`config.mk`:
```
export PLATFORM = sky130hd
export DESIGN_NAME = jolt_finder
export DESIGN_NICKNAME = d
export VERILOG_FILES = /design/src/rtl/jolt_pkg.sv /design/src/rtl/max_digit_scan.sv /design/src/rtl/jolt_finder.sv
export SDC_FILE = /design/constraint.sdc
export NUM_CORES = 1
export LEC_CHECK = 0
export ABC_AREA = 1
export CORE_MARGIN = 2
export CORE_UTILIZATION = 53
export CTS_CLUSTER_DIAMETER = 120
export DETAILED_ROUTE_END_ITERATION = 12
export GPL_TIMING_DRIVEN = 0
export PLACE_DENSITY = 0.78
export SLEW_MARGIN = 20
export SYNTH_ARGS = -nofsm -noshare
export SYNTH_HDL_FRONTEND = slang
export SYNTH_SLANG_ARGS = --single-unit
```
`constraint.sdc`:
```
create_clock -name clk -period 12.6 [get_ports clk]
set_clock_uncertainty 0.2 [all_clocks]
set_input_delay 2.52 -clock clk [delete_from_list [all_inputs] [get_ports clk]]
set_output_delay 2.52 -clock clk [all_outputs]
set_load 0.02 [all_outputs]
```
`src/rtl/jolt_pkg.sv`:
```
// Shared types and helpers for the joltage finder: BCD digit type, index type
// and the digit validity / sanitising functions.
package jolt_pkg;

  localparam int BCD_W      = 4;
  localparam int IDX_W      = 4;
  localparam int MAX_DIGITS = 16;

  typedef logic [BCD_W-1:0] bcd_digit_t;
  typedef logic [IDX_W-1:0] idx_t;

  function automatic logic is_bcd(input bcd_digit_t d);
    return (d <= bcd_digit_t'(9));
  endfunction

  // Out-of-range nibbles are read as zero so they never win a selection.
  function automatic bcd_digit_t sanitize_digit(input bcd_digit_t d);
    return is_bcd(d) ? d : '0;
  endfunction

endpackage

```
`src/rtl/max_digit_scan.sv`:
```
// Combinational scan: largest digit within [lo_i, hi_i] and the first index
// at which it occurs (strict compare keeps the lowest index on ties).
module max_digit_scan
  import jolt_pkg::*;
#(
  parameter int N = 5
) (
  input  bcd_digit_t digits_i [N],
  input  idx_t       lo_i,
  input  idx_t       hi_i,
  output bcd_digit_t max_o,
  output idx_t       idx_o
);

  bcd_digit_t best;
  idx_t       best_idx;

  always_comb begin
    best     = '0;
    best_idx = lo_i;
    for (int i = 0; i < N; i++) begin
      if ((i >= int'(lo_i)) && (i <= int'(hi_i)) && (digits_i[i] > best)) begin
        best     = digits_i[i];
        best_idx = idx_t'(i);
      end
    end
  end

  assign max_o = best;
  assign idx_o = best_idx;

endmodule

```
`src/rtl/jolt_finder.sv`:
```
// Largest two-digit joltage from a bank of BCD digits: tens from indices
// 0..N-2, units from strictly right of the tens pick; result registered once.
module jolt_finder
  import jolt_pkg::*;
#(
  parameter int NUM_DIGITS = 5
) (
  input  logic                    clk,
  input  logic                    rst_n,
  input  logic                    in_valid,
  input  logic [4*NUM_DIGITS-1:0] bcdIn,
  output logic                    out_valid,
  output logic [7:0]              maxJoltBCD,
  output logic [7:0]              pos,
  output logic                    bcd_err
);

  // Handshake: in_valid qualifies bcdIn; there is no ready, every beat is
  // accepted; out_valid is in_valid delayed by exactly one cycle.

  bcd_digit_t digits [NUM_DIGITS];
  logic       err_d;

  // Digit 0 is the leftmost (most significant) nibble of bcdIn.
  always_comb begin
    err_d = 1'b0;
    for (int i = 0; i < NUM_DIGITS; i++) begin
      digits[i] = sanitize_digit(bcdIn[BCD_W*(NUM_DIGITS-1-i) +: BCD_W]);
      err_d     = err_d | ~is_bcd(bcdIn[BCD_W*(NUM_DIGITS-1-i) +: BCD_W]);
    end
  end

  bcd_digit_t tens_digit, units_digit;
  idx_t       tens_idx, units_idx;
  idx_t       units_lo;

  max_digit_scan #(.N(NUM_DIGITS)) u_tens_scan (
    .digits_i (digits),
    .lo_i     ('0),
    .hi_i     (idx_t'(NUM_DIGITS - 2)),
    .max_o    (tens_digit),
    .idx_o    (tens_idx)
  );

  // tens_idx <= N-2, so the units window is never empty.
  assign units_lo = idx_t'(tens_idx + idx_t'(1));

  max_digit_scan #(.N(NUM_DIGITS)) u_units_scan (
    .digits_i (digits),
    .lo_i     (units_lo),
    .hi_i     (idx_t'(NUM_DIGITS - 1)),
    .max_o    (units_digit),
    .idx_o    (units_idx)
  );

  logic       out_valid_q;
  logic [7:0] jolt_q, jolt_d;
  logic [7:0] pos_q, pos_d;
  logic       err_q;

  assign jolt_d = {tens_digit, units_digit};
  assign pos_d  = {tens_idx, units_idx};

  always_ff @(posedge clk) begin
    if (!rst_n) begin
      out_valid_q <= 1'b0;
      jolt_q      <= '0;
      pos_q       <= '0;
      err_q       <= 1'b0;
    end else begin
      out_valid_q <= in_valid;
      if (in_valid) begin
        jolt_q <= jolt_d;
        pos_q  <= pos_d;
        err_q  <= err_d;
      end
    end
  end

  assign out_valid  = out_valid_q;
  assign maxJoltBCD = jolt_q;
  assign pos        = pos_q;
  assign bcd_err    = err_q;

endmodule

```
# --- Word level (Yosys, flattened, before mapping) ---
# Index checks and enable logic that the tools add are counted.
# W data, S select, Z words.
op_classes:
  addsub: 1
  order_cmp: 18
  mux: 22
  n_bitwise: 9
  n_reduce_logical: 5
op_table:
  columns: ["operator", "n"]
  rows:
  - ["$mux W4", 19]
  - ["$gt A4 B4 Y1", 7]
  - ["$le A4 B4 Y1 const B", 5]
  - ["$ge A1 B4 Y1 const A", 2]
  - ["$ge A2 B4 Y1 const A", 2]
  - ["$logic_and A1 B1 Y1", 5]
  - ["$not A1 Y1", 5]
  - ["$add A4 B1 Y4 const B", 1]
  - ["$ge A3 B4 Y1 const A", 1]
  - ["$gt A4 B1 Y1 const B", 1]
  - ["$mux W2", 2]
  - ["$or A1 B1 Y1", 4]
  - ["$mux W1", 1]
totals:
  regBits: 18
  inputBits: 23
  output_inout_bits: 18
  elab_cells: 59

# --- Logic depth before layout (Yosys ltp) ---
logic_depth:
  word_depth: 26
  mapped_depth: 76
  ltp_nobuf: 74

# --- Hierarchy ---
# A second synthesis with hierarchy kept.
hier_totals:
  cells_unflattened: 458
  area_unflattened_um2: 2869.0
by_module_without_submodules:
  columns: ["mod", "instances", "cells_each", "area_per_inst_um2"]
  rows:
  - ["max_digit_scan", 2, 162, 973.4]
  - ["jolt_finder", 1, 134, 922.1]

# --- Worst setup path after synthesis ---
# OpenSTA, ideal clock, no wires.
synth_timing:
  path_kind: "input to register"
  startpoint: "input port bcdIn[17]"
  endpoint: "register jolt_q[1], in the netlist maxJoltBCD[1]"
  setup_ns: 0.121
  arrival_time_ns: 9.633
  required_time_ns: 12.279
  setup_slack_ns: 2.647
  path_stages: 68
  cell_sequence: "nor2_4 -> nor2_4 -> nor2_4 -> inv_1 -> ha_1 -> nand2_1 -> inv_1 -> nand2_1 -> nand2_1 -> nand2_2 -> nand2_1 -> o21a_1 -> inv_1 -> ha_1 -> nand2_1 -> inv_2 -> nand2_1 -> nand2_1 -> [32 not listed] -> nor2_1 -> nor2_1 -> o21ai_1 -> nand2_1 -> inv_1 -> nand2_1 -> and2_1 -> ha_1 -> inv_1 -> nor2_1 -> nor2_1 -> o21ai_0 -> and2_1 -> inv_1 -> o21ai_0 -> inv_1 -> nand2_1 -> a21oi_1"
synth_via:
  elab_chain_cells: 26
  elab_cells_between_ends: 32
  cone_classes: "add/sub (1); order compare (14); mux (12); reduce/logical (5)"
synth_lines:
  columns: ["element", "line", "source"]
  rows:
  - ["from (decl)", "jolt_finder.sv:11", "input logic [4*NUM_DIGITS-1:0] bcdIn,"]
  - ["$le A4 B4 Y1", "jolt_pkg.sv:13", "return (d <= bcd_digit_t'(9));"]
  - ["$mux W4 *", "jolt_pkg.sv:18", "return is_bcd(d) ? d : '0;"]
  - ["$gt A4 B1 Y1", "max_digit_scan.sv:22", "if ((i >= int'(lo_i)) && (i <= int'(hi_i)) && (digits_i[i] > best)) begin"]
  - ["$mux W4 *", "max_digit_scan.sv:22", null]
  - ["$gt A4 B4 Y1", "max_digit_scan.sv:22", null]
  - ["$mux W4", "max_digit_scan.sv:22", null]
  - ["$gt A4 B4 Y1", "max_digit_scan.sv:22", null]
  - ["$mux W4", "max_digit_scan.sv:22", null]
  - ["[2 not listed]", null, null]
  - ["named net tens_idx[0]", "jolt_finder.sv:34", "idx_t tens_idx, units_idx;"]
  - ["[8 not listed]", null, null]
  - ["$logic_and A1 B1 Y1", "max_digit_scan.sv:22", null]
  - ["$mux W4", "max_digit_scan.sv:22", null]
  - ["$gt A4 B4 Y1", "max_digit_scan.sv:22", null]
  - ["$logic_and A1 B1 Y1", "max_digit_scan.sv:22", null]
  - ["$mux W4", "max_digit_scan.sv:22", null]
  - ["$gt A4 B4 Y1", "max_digit_scan.sv:22", null]
  - ["$logic_and A1 B1 Y1", "max_digit_scan.sv:22", null]
  - ["$mux W4 *", "max_digit_scan.sv:22", null]
  - ["to (signal assigned)", "jolt_finder.sv:73", "jolt_q <= jolt_d;"]
  - ["to (decl)", "jolt_finder.sv:57", "logic [7:0] jolt_q, jolt_d;"]
# Mark *: on every way through the listed nets, which the timed path passes. The rest lies on a longest branch.
# A chain may end at the register's enable or synchronous reset.

# --- Worst setup path in the final report ---
layout_timing:
  startpoint: "input port bcdIn[15]"
  endpoint: "register jolt_q[2], in the netlist maxJoltBCD[2]"
layout_via:
  elab_chain_cells: 24
  elab_cells_between_ends: 30
  cone_classes: "add/sub (1); order compare (13); mux (11); reduce/logical (5)"
layout_lines:
  columns: ["element", "line"]
  rows:
  - ["$le A4 B4 Y1", "jolt_pkg.sv:13"]
  - ["$mux W4 *", "jolt_pkg.sv:18"]
  - ["$gt A4 B4 Y1", "max_digit_scan.sv:22"]
  - ["$mux W4", "max_digit_scan.sv:22"]
  - ["$gt A4 B4 Y1", "max_digit_scan.sv:22"]
  - ["$mux W4", "max_digit_scan.sv:22"]
  - ["$gt A4 B4 Y1", "max_digit_scan.sv:22"]
  - ["$mux W2 *", "max_digit_scan.sv:22"]
  - ["named net tens_idx[0]", "jolt_finder.sv:34"]
  - ["[8 not listed]", null]
  - ["$logic_and A1 B1 Y1", "max_digit_scan.sv:22"]
  - ["$mux W4", "max_digit_scan.sv:22"]
  - ["$gt A4 B4 Y1", "max_digit_scan.sv:22"]
  - ["$logic_and A1 B1 Y1", "max_digit_scan.sv:22"]
  - ["$mux W4", "max_digit_scan.sv:22"]
  - ["$gt A4 B4 Y1", "max_digit_scan.sv:22"]
  - ["$logic_and A1 B1 Y1", "max_digit_scan.sv:22"]
  - ["$mux W4 *", "max_digit_scan.sv:22"]
# Marked as above.

==> results.md <==
* Outcome: finished clean
* Met2 WL at between 2000 and 2500 um
* Core ar. at between 0.003 and 0.004 mm^2
* Initial antenna violation count at 0
* WL per Instance at 11.1 um
* Pin count of the biggest net entering global routing at 11
* Crit path top cell by count: nand2_1
* Routed vias at 2110
* CP required at 12.53 ns
* Top routing layer used: met4
* Largest stage delay, worst path at 0.52 ns
* Num CTS Buffers at 3
* Clk root buf: clkbuf_8
* Gr usage total at 23.6%
* Syn_area_per_cell at 6.15 um^2
* Sequential cell area at between 300 and 400 um^2
* Vias in the first global route at 1941
* Final hold vios at 0
* Htree depth at 1
* Antenna cells at 0
* Final nets at 429
* Period minus WS final at between 10 and 15 ns
* Die ar. at roughly 0.0044 mm^2
* Rows at 22
* Area Overhead vs Synth at 23.7%
* CP endpoint kind: register
* Max-Cap Viols at 0
* Static leakage at 1.37 nW
* Fmax achieved at 88.7 MHz
* Mapped Area at about 0.0020 mm^2
* ANT nets after route at 0
* Die Ht at ~66 um
* Hold-fix buffers at CTS at 0
* Seq/Total Area, Yosys at 14.8%
* Setup Buffers After CTS at 0
* Post-layout util at 68.3%
* Clock transition at path regs at 0.06 ns
* Starting density of the core at between 50% and 60%
* Worst-skew pair later-pin latency at 0.24 ns
* Fin area at 0.00252 mm^2
* Worst hold path type: register to register
* VDD IR max at about 110 uV
* Fillers at 387
* Pwr Density at around 210 mW/mm^2
* Pre-antenna DRT Iters at 5
* # port buffers at 37
* CP Buf/Inv Count at 15
* Final WL at 4680 um
* Sink Count at 15
* RSZ-0062 raised after global routing: no
* Die width at 66.0 um
* CTS tree: built
* Number of distinct library cells after synthesis at 35
* Most frequent cells in the layout: nand2_1 (95), inv_1 (55), clkdlybuf4s50_1 (37)
* Max-slew violations at 0
* Final GP Congestion at 0.920
* Setup Viol. Count Final at 0
* CP arrival at 11.21 ns
* Crit Path Category: input pin to register
* CP Launch Type: input pin
* Vias/cell at 5.00
* Grt total ovfl at 0
* Fraction of layout cells with a size suffix above 1 at 10.4%
* Register bit total from synthesis at 15
* Top Ports at 41
* Syn Inst Count at 331
* Wire length on met3 at 213 um
* Placed cell area at 0.00247 mm^2
* Crit-path slowest cell: clkdlybuf4s50_1
* Most common library cell in the layout ignoring fill and taps: nand2_1
* Post-Route M1 WL at 2210 um
* Clock buffer depth at 2
* First-pass GRT wire length at 8100 um
* CP max FO at 10
* Dpl ws at 1.13 ns
* Detailed placement HPWL at 3990 um
* PnR worst setup slack at around 1.3 ns
* Remaining DRCs at 0
* CP top delay family: simple AND/OR/NAND/NOR gates
* Post-CTS Resized at 0
* R2R Setup Slk at between 10 and 15 ns
* Ys Warns at 0
* Fin Setup TNS at 0 ns
* Initial DRC count at 129
* Fin crit share at 89.5%
* Area of the multi-input gates at ~0.0015 mm^2
==> flip-flops by register name (all words and copies together), names as in the netlist <==
register	flops
maxJoltBCD	8
pos	5
bcd_err	1
out_valid	1
==> where the power goes <==
part           switching, W  leakage [nW]  internal [W]
registers        0.00000508         0.124     0.0000591
clock network     0.0000159        0.0228     0.0000224
logic              0.000266          1.22      0.000167
==> layout make-up <==
class	instances	area share (%)
plain buffers	7	2.14
inverters	63	9.39
clock buffers	4	1.79
flip-flops and latches	15	11.9
repair buffers	37	14.7
multi-input cells	248	57.7
well taps	48	2.38
==> logic make-up (layout without fill, tap and decap cells) <==
logic type,Yosys count,count (layout),synth area share (%)
other,1,3,0.184
adders and majority gates,31,31,19.1
AOI/OAI and AO/OA,48,48,13.9
and+or+nand+nor,166,166,37.9
DFF,15,15,14.8
buffers and inverters,70,111,14.3
==> final timing paths <==
kind                                    from                          to  depth (start not counted)
setup / recovery                   bcdIn[15]  maxJoltBCD[2]$_SDFFE_PN0P_                         70
hold / removal    maxJoltBCD[5]$_SDFFE_PN0P_  maxJoltBCD[5]$_SDFFE_PN0P_                          2
setup reg to reg        bcd_err$_SDFFE_PN0P_        bcd_err$_SDFFE_PN0P_                          2
hold reg to reg   maxJoltBCD[5]$_SDFFE_PN0P_  maxJoltBCD[5]$_SDFFE_PN0P_                          2
==> synthesized netlist by cell type <==
| library cell | count | share of area, % |
|---|---|---|
| a21boi_0 | 1 | 0.37 |
| nor2_2 | 1 | 0.31 |
| buf_4 | 3 | 1.1 |
| nand4_1 | 4 | 1.2 |
| inv_2 | 6 | 1.1 |
| o21ai_0 | 9 | 2.2 |
| nor2_1 | 16 | 3.0 |
| a31oi_1 | 1 | 0.31 |
| nor2_4 | 5 | 2.8 |
| and2_1 | 4 | 1.2 |
| dfxtp_1 | 15 | 15 |
| inv_1 | 55 | 10 |
| nand2_1 | 95 | 18 |
| o21a_2 | 1 | 0.43 |
| nand2_4 | 1 | 0.55 |
| a22oi_1 | 1 | 0.37 |
| a21oi_4 | 1 | 0.80 |
| conb_1 | 1 | 0.18 |
| ha_1 | 31 | 19 |
| clkinv_1 | 2 | 0.37 |
| nand2_2 | 10 | 3.1 |
| o211ai_1 | 2 | 0.74 |
| buf_2 | 1 | 0.25 |
| a21oi_2 | 1 | 0.43 |
| nand3_1 | 27 | 6.6 |
| buf_6 | 2 | 1.1 |
| o21ai_2 | 2 | 0.86 |
| o21a_1 | 1 | 0.37 |
| o21bai_1 | 1 | 0.37 |
| nor3_1 | 1 | 0.25 |
| o21ai_1 | 6 | 1.5 |
| nand3_4 | 1 | 0.86 |
| a21oi_1 | 21 | 5.2 |
| nand3_2 | 1 | 0.49 |
| clkbuf_1 | 1 | 0.18 |
==> through the flow <==
step,total power (W),instances,hold WS [ns]
floorplan,0.000397,333,0.345
global placement,0.000487,418,0.251
detailed placement,0.000495,418,0.255
CTS,0.000537,422,0.264
global route,0.000606,422,0.281
finish,0.000536,422,0.263
==> layer usage <==
layer	global-route usage (%)	vias up
met1	31.1	901
met2	40.0	58
met4	6.12	0
met5	0	-
met3	3.75	10
li1	-	1141
==> tightest hold or removal path, cell delays in order, from the launching register on <==
cell and delay [ns]:
dfxtp_1 0.31, nand2_1 0.06, a21oi_1 0.05
(Power assumes the default switching activity.)
